$ cat src/rtl/wide_add_sequencer_pkg.sv
// Shared definitions for the multi-precision add/subtract sequencer:
// controller state encoding, limb width and the signed-overflow rule.
package wide_add_sequencer_pkg;

    localparam int LIMB_W = 16;

    typedef enum logic [1:0] {
        IDLE = 2'd0,
        RUN  = 2'd1,
        DONE = 2'd2
    } state_t;

    // Operands share a sign but the result flips it.
    function automatic logic signed_ovf(input logic a_msb, input logic b_msb, input logic s_msb);
        return (a_msb == b_msb) && (s_msb != a_msb);
    endfunction

endpackage

$ cat src/rtl/wide_add_sequencer_adder.sv
// The shared 16-bit datapath adder reused limb by limb by the sequencer.
module sixteen_bitadder (
    input  logic [15:0] a,
    input  logic [15:0] b,
    input  logic        c_in,
    output logic [15:0] sum,
    output logic        c_out
);

    assign {c_out, sum} = {1'b0, a} + {1'b0, b} + {16'd0, c_in};

endmodule

$ cat src/rtl/wide_add_sequencer.sv
// Multi-precision add/subtract controller: ripples one 16-bit adder over
// WORDS limbs, least significant first, with a start/busy/done handshake.
module wide_add_sequencer
    import wide_add_sequencer_pkg::*;
#(
    parameter  int WORDS = 4,
    localparam int W     = LIMB_W * WORDS
) (
    input  logic         clk,
    input  logic         rst,
    input  logic         start,
    input  logic         sub,
    input  logic         c_in,
    input  logic [W-1:0] a,
    input  logic [W-1:0] b,
    output logic         busy,
    output logic         done,
    output logic [W-1:0] sum,
    output logic         c_out,
    output logic         overflow
);

    localparam int IDX_W = $clog2(WORDS) + 1;

    state_t                         state_r;
    state_t                         state_nxt_s;
    logic [WORDS-1:0][LIMB_W-1:0]   a_r;
    logic [WORDS-1:0][LIMB_W-1:0]   b_r;
    logic [WORDS-1:0][LIMB_W-1:0]   acc_r;
    logic [WORDS-1:0][LIMB_W-1:0]   acc_nxt_s;
    logic                           carry_r;
    logic [IDX_W-1:0]               idx_r;
    logic [LIMB_W-1:0]              a_limb_s;
    logic [LIMB_W-1:0]              b_limb_s;
    logic [LIMB_W-1:0]              add_sum_s;
    logic                           add_c_s;
    logic                           last_s;
    logic [W-1:0]                   sum_r;
    logic                           c_out_r;
    logic                           ovf_r;
    logic                           busy_r;
    logic                           done_r;

    sixteen_bitadder u_adder (
        .a     (a_limb_s),
        .b     (b_limb_s),
        .c_in  (carry_r),
        .sum   (add_sum_s),
        .c_out (add_c_s)
    );

    // Limb select for the adder inputs and accumulator image with the current limb merged in.
    always_comb begin
        a_limb_s  = {LIMB_W{1'b0}};
        b_limb_s  = {LIMB_W{1'b0}};
        acc_nxt_s = acc_r;
        for (int i = 0; i < WORDS; i++) begin
            if (idx_r == IDX_W'(i)) begin
                a_limb_s     = a_r[i];
                b_limb_s     = b_r[i];
                acc_nxt_s[i] = add_sum_s;
            end else begin
                acc_nxt_s[i] = acc_r[i];
            end
        end
        last_s = (idx_r == IDX_W'(WORDS - 1));
    end

    // Controller next-state logic.
    always_comb begin
        state_nxt_s = state_r;
        case (state_r)
            IDLE: begin
                if (start) begin
                    state_nxt_s = RUN;
                end else begin
                    state_nxt_s = IDLE;
                end
            end
            RUN: begin
                if (last_s) begin
                    state_nxt_s = DONE;
                end else begin
                    state_nxt_s = RUN;
                end
            end
            DONE:    state_nxt_s = IDLE;
            default: state_nxt_s = IDLE;
        endcase
    end

    // State register with busy/done registered from the next state.
    always_ff @(posedge clk) begin
        if (rst) begin
            state_r <= IDLE;
            busy_r  <= 1'b0;
            done_r  <= 1'b0;
        end else begin
            state_r <= state_nxt_s;
            busy_r  <= (state_nxt_s != IDLE);
            done_r  <= (state_nxt_s == DONE);
        end
    end

    // Operand capture, limb ripple and result publication on the final limb.
    always_ff @(posedge clk) begin
        if (rst) begin
            a_r     <= {W{1'b0}};
            b_r     <= {W{1'b0}};
            acc_r   <= {W{1'b0}};
            carry_r <= 1'b0;
            idx_r   <= {IDX_W{1'b0}};
            sum_r   <= {W{1'b0}};
            c_out_r <= 1'b0;
            ovf_r   <= 1'b0;
        end else begin
            case (state_r)
                IDLE: begin
                    if (start) begin
                        // Subtraction is a + ~b + 1; the supplied carry is ignored.
                        a_r     <= a;
                        b_r     <= b ^ {W{sub}};
                        carry_r <= sub ? 1'b1 : c_in;
                        idx_r   <= {IDX_W{1'b0}};
                    end
                end
                RUN: begin
                    acc_r   <= acc_nxt_s;
                    carry_r <= add_c_s;
                    idx_r   <= idx_r + IDX_W'(1);
                    if (last_s) begin
                        sum_r   <= acc_nxt_s;
                        c_out_r <= add_c_s;
                        ovf_r   <= signed_ovf(a_r[WORDS-1][LIMB_W-1], b_r[WORDS-1][LIMB_W-1],
                                              add_sum_s[LIMB_W-1]);
                    end
                end
                default: begin
                    acc_r <= acc_r;
                end
            endcase
        end
    end

    assign busy     = busy_r;
    assign done     = done_r;
    assign sum      = sum_r;
    assign c_out    = c_out_r;
    assign overflow = ovf_r;

endmodule

$ cat config.mk
export PLATFORM = sky130hd
export DESIGN_NAME = wide_add_sequencer
export DESIGN_NICKNAME = d
export VERILOG_FILES = /design/src/rtl/wide_add_sequencer_pkg.sv /design/src/rtl/wide_add_sequencer_adder.sv /design/src/rtl/wide_add_sequencer.sv
export SDC_FILE = /design/constraint.sdc
export NUM_CORES = 1
export LEC_CHECK = 0
export ABC_CLOCK_PERIOD_IN_PS = 5400
export CAP_MARGIN = 20
export CORE_ASPECT_RATIO = 0.8
export CORE_MARGIN = 4
export CORE_UTILIZATION = 45
export DETAILED_ROUTE_END_ITERATION = 8
export HOLD_SLACK_MARGIN = 0.05
export PLACE_DENSITY = 0.81
export SYNTH_ARGS = -nofsm -noshare
export SYNTH_HDL_FRONTEND = slang
export SYNTH_HIERARCHICAL = 1
export SYNTH_SLANG_ARGS = --single-unit
$ cat constraint.sdc
create_clock -name clk -period 5.4 [get_ports clk]
set_input_delay 1.08 -clock clk [delete_from_list [all_inputs] [get_ports clk]]
set_output_delay 1.08 -clock clk [all_outputs]
set_load 0.05 [all_outputs]
# Yosys cells after proc, flatten, opt, wreduce, memory -nomap -nowiden
# Cells that the tools add are included.
# totals
elab_cells	60
output_inout_bits	68
register_bits	266
# classes
n_mux	20
n_bitwise	1
addsub	3
eq_ne	8
reduce_logical	8
# ops
operator	count
two-way mux 16 bit	12
XOR 64 bit	1
adder 16 x 16 -> 17 bit	1
adder 17 x 1 -> 17 bit	1
== test 3 x 2 -> 1 bit (second input constant)	2
case mux 3 bit (2 select lines)	1
AND reduction 2 bit	3
case mux 2 bit (2 select lines)	1
nonzero test 2 bit	2
adder 3 x 1 -> 3 bit (second input constant)	1
== test 3 x 1 -> 1 bit (second input constant)	1
zero test 3 bit	1
two-way mux 1 bit	3
two-way mux 3 bit	1
== test 2 x 1 -> 1 bit (second input constant)	1
== test 2 bit (second input constant)	1
zero test 2 bit	1
two-way mux 2 bit	1
inequality test 2 bit (second input constant)	1
case mux 1 bit (2 select lines)	1
== test 1 bit	1
logical AND 1 bit	1
inequality test 1 bit	1

# Depth between registers and ports, before layout
# logic_depth
word_depth	9
mapped_depth	18

# Modules after synthesis
# Netlist, hierarchy kept.
# modules_own_cells
mod	area_per_inst_um2	instances	seq_area_each_um2	cells_per_inst
wide_add_sequencer	10747.8	1	5004.8	1232
sixteen_bitadder	747.0	1	0.0	94

# Worst setup path after synthesis
# Ideal clock, no wire load.
# synth_path
path_kind	register -> register
from	register idx_r[0]
to	register sum_r[40], in the netlist sum[40]
setup_slack_ns	1.521
required_time_ns	5.332
arrival_time_ns	3.811
path_stages_with_launch	17
cell_sequence	dfxtp_1 -> inv_1 -> ha_1 -> clkbuf_1 -> clkbuf_1 -> nand2b_1 -> a32o_1 -> fa_1 -> fa_1 -> a21o_1 -> a221o_2 -> a21o_1 -> a21oi_2 -> xnor2_1 -> clkbuf_1 -> mux2i_1 -> o2bb2ai_2
# synth_between
elab_chain_cells	8
word_cells_on_any_way	16
classes_between	add/sub: 2; eq/ne: 3; mux: 9; reduce/logical: 2
# synth_lines
item	line_no	text
from (decl)	wide_add_sequencer.sv:32	logic [IDX_W-1:0] idx_r;
from (signal assigned)	wide_add_sequencer.sv:112	idx_r <= {IDX_W{1'b0}};
from (signal assigned)	wide_add_sequencer.sv:124	idx_r <= {IDX_W{1'b0}};
from (signal assigned)	wide_add_sequencer.sv:130	idx_r <= idx_r + IDX_W'(1);
zero test 3 bit	wide_add_sequencer.sv:58	if (idx_r == IDX_W'(i)) begin
two-way mux 16 bit (3 in series)	wide_add_sequencer.sv:58	
two-way mux 16 bit *	wide_add_sequencer.sv:58	
named net a_limb_s[0]	wide_add_sequencer.sv:33	logic [LIMB_W-1:0] a_limb_s;
adder 16 x 16 -> 17 bit *	wide_add_sequencer_adder.sv:10	assign {c_out, sum} = {1'b0, a} + {1'b0, b} + {16'd0, c_in};
adder 17 x 1 -> 17 bit *	wide_add_sequencer_adder.sv:10	
named net add_sum_s[8]	wide_add_sequencer.sv:35	logic [LIMB_W-1:0] add_sum_s;
two-way mux 16 bit *	wide_add_sequencer.sv:58	
to (signal assigned)	wide_add_sequencer.sv:113	sum_r <= {W{1'b0}};
to (signal assigned)	wide_add_sequencer.sv:132	sum_r <= acc_nxt_s;
to (decl)	wide_add_sequencer.sv:38	logic [W-1:0] sum_r;
# Mark *: on every way through the listed nets, which the timed path passes. The rest lies on a longest branch.
# A chain may end at the register's enable or synchronous reset.

# Worst setup path in the final report
# layout_path
from	register idx_r[1]
to	register sum_r[46], in the netlist sum[46]
# Same word-level chain as after synthesis.

==> metrics.txt <==
Die Y=151 um; grt total ovfl=0; CP cell instances=inv_1 > ha_2 > o21ai_0 > a32o_1 > fa_1 > fa_1 > a21o_1 > a221o_2 > a21oi_2 > a21oi_1 > xor2_1 > mux2i_1 > o2bb2ai_2; post-layout instance area=14400 um2; Yosys cell types=56; CP endpoint kind=flop; number of antenna violations at the first check in global routing=0; sequential share of power=41.8%; Initial Utilization=45.5%; MaxCap Viol Count=0; crit path time final=4.62 ns; area grow syn2layout=25.5%; Netlist Area Pre-Place=11500 um2; DR iter-0 viols=809; average wire per standard cell=18.4 um; Clock Pin Slew Worst Setup and Hold Paths=0.06 ns; critical path's largest stage delay=0.88 ns; pwr/cell area=330 nW/um2; I/O Pins=201; GP Congestion=0.865; cell row count=52; Syn. warnings=6; worst relative slew slack=27.4%; worst setup path class=flop to flop; Clock Skews=0.0129 ns; drt total wl=32700 um; CP dominant cell by count=fa_1; P_int=3.48 mW; Yosys top cell area share=43.5%; fmax=216 MHz; leading area contributor after synthesis=dfxtp_1; Via Count=9910; via-per-instance ratio=5.57; worst-case clock buffer depth=3; vias in the first global route=9398; #FFs+latches synth=250; WP data required=5.85 ns; Die Wd=187 um; Synth Instances=1326; top cells by count, synth=nand2_1, dfxtp_1, a21oi_1; Syn Nets=1481; sw power=1.28 mW; postcts setup bufs=0; first-pass GRT wire length=50900 um; Clk pwr share=40.7%; leakage power=5.08 nW; sequential area share after synthesis=43.5%; status=finished, final reports clean; register-to-register setup slack=0.78 ns; hold_buf cts=0; PortBufs=200; layout cells sized above 1=6.32%; Slew Viols, Final=0; hpwl dp=22700 um; fraction of registers with async set/reset=0%; Mean Syn Cell Area=8.67 um2; Filler cells=2162; Final Cycle Share=85.6%; Num Clock Sinks=250; Final TNS setup=0 ns; Max Fanout on Critical Path=67; combinational power share=17.5%; Max VDD drop=201 uV; RSZ-0062 raised after global routing=no; Synth area leaders=dfxtp_1, nand2_1, a21oi_1; worst-margin pin slew=1.09 ns; Die ar.=28200 um2; CTS tree=built; nets=1593; H-tree Lvls=1; final setup fails=0; Final Hold Fails=0; drt drc=0; CTS root buf=clkbuf_16; Main synth FF type=dfxtp_1; count leader, synth=nand2_1; PostCTS Resize Cnt=0; Worst Setup Start Kind=flop; Sw Share=26.9%; antenna fix cells=0; HP Class=flop to flop; area of placed instances=13500 um2; Total GRT Usage=22.1%; kind of cell adding the most delay to the critical path=adder cells; crit path DAT=5.07 ns; WP buf/inv=1; EDFF count, synth=0; Antenna Violating Nets Remaining=0; worst skew pair latency=0.52 ns; total CTS buffers=26; Core Box Area=25200 um2; Max stage delay cell, worst path=ha_2; Finished Core Util=57.1%; largest net degree at the start of global routing=108; 1st-pass router iterations=5
[through the flow]
step / worst slack [ns] / power, mW / hold WS (ns) / std cells
final: 0.775 / 4.76 / 0.453 / 1780
after global routing: 0.498 / 4.93 / 0.477 / 1780
after CTS: 0.846 / 4.76 / 0.452 / 1778
after detailed placement: 0.912 / 2.84 / 0.443 / 1732
after global placement: 1.09 / 2.82 / 0.441 / 1731
after floorplan: 1.52 / 2.55 / 0.431 / 1326
[logic make-up after synthesis]
group | synth area share, %
xor+xnor | 5.94
simple gates | 14.7
compound gates | 23.2
mux | 4.27
buf+inv | 5.78
flops | 43.5
fa+ha+maj | 2.53
[layer usage]
metal  vias to the layer above  global-route usage, %  routed length (um)
met5                         -                      0                   0
li1                       4829                      -                   -
met4                         0                   4.03                 568
met3                        46                   4.63                2700
met1                      4641                   30.8               14500
met2                       394                   36.3               14900
[worst reg2reg max path: stages, from the launching register on]
cell and delay [ns]:
dfxtp_1 0.34, inv_1 0.09, ha_2 0.88, o21ai_0 0.26, a32o_1 0.31, fa_1 0.46, fa_1 0.41, a21o_1 0.21
a221o_2 0.39, a21oi_2 0.19, a21oi_1 0.10, xor2_1 0.51, mux2i_1 0.22, o2bb2ai_2 0.19
[power by group through the flow]
stage	registers, mW	clock network [mW]	logic [mW]
3_3_place_gp	2.02	0	0.799
5_1_grt	2.00	2.03	0.903
4_1_cts	1.99	1.95	0.823
6_report	1.99	1.93	0.834
3_5_place_dp	2.03	0	0.818
2_1_floorplan	2.01	0	0.539
[final cells by class]
class                   instances  area (um2)  area share [%]
clock buffers                  36         749            5.20
well taps                     324         405            2.81
repair buffers                220        2190            15.2
clock inverters                10         189            1.31
multi-input cells             934        5860            40.6
flip-flops and latches        250        5000            34.7
inverters                       6        23.8           0.165
[cells in the final DEF, fill, tap and decap left out, types with 4 or more instances in the layout]
cell,netlist,final
o2bb2ai_2,9,9
xnor2_1,72,72
nor3_1,4,4
nor2_1,74,73
clkbuf_8,0,4
a32o_1,32,32
a21o_1,9,9
clkdlybuf4s50_1,0,198
a21oi_1,155,155
clkbuf_16,0,27
nand2b_1,34,34
nand2_1,260,260
a211oi_1,65,65
mux2i_1,49,49
xor2_1,6,6
buf_4,12,17
o21ai_0,37,37
nor2b_1,5,4
clkbuf_1,63,5
dfxtp_1,250,250
bufinv_16,0,5
ha_1,20,18
a22o_1,18,18
o2bb2ai_1,39,39
[flip-flops by register name, indices dropped and copies added (netlist names)]
register	cells
a_r	64
acc_r	48
b_r	64
busy	1
c_out	1
carry_r	1
done	1
idx_r	3
overflow	1
state_r	2
sum	64
[path summary, 6_finish.rpt]
path,endpoint,cells after the start,from
worst max-delay path,sum[46],13,idx_r[1]
worst min-delay path,a_r[38],2,a_r[38]
worst max register to register,sum[46],13,idx_r[1]
worst min register to register,a_r[38],2,a_r[38]
(Power assumes the default switching activity.)
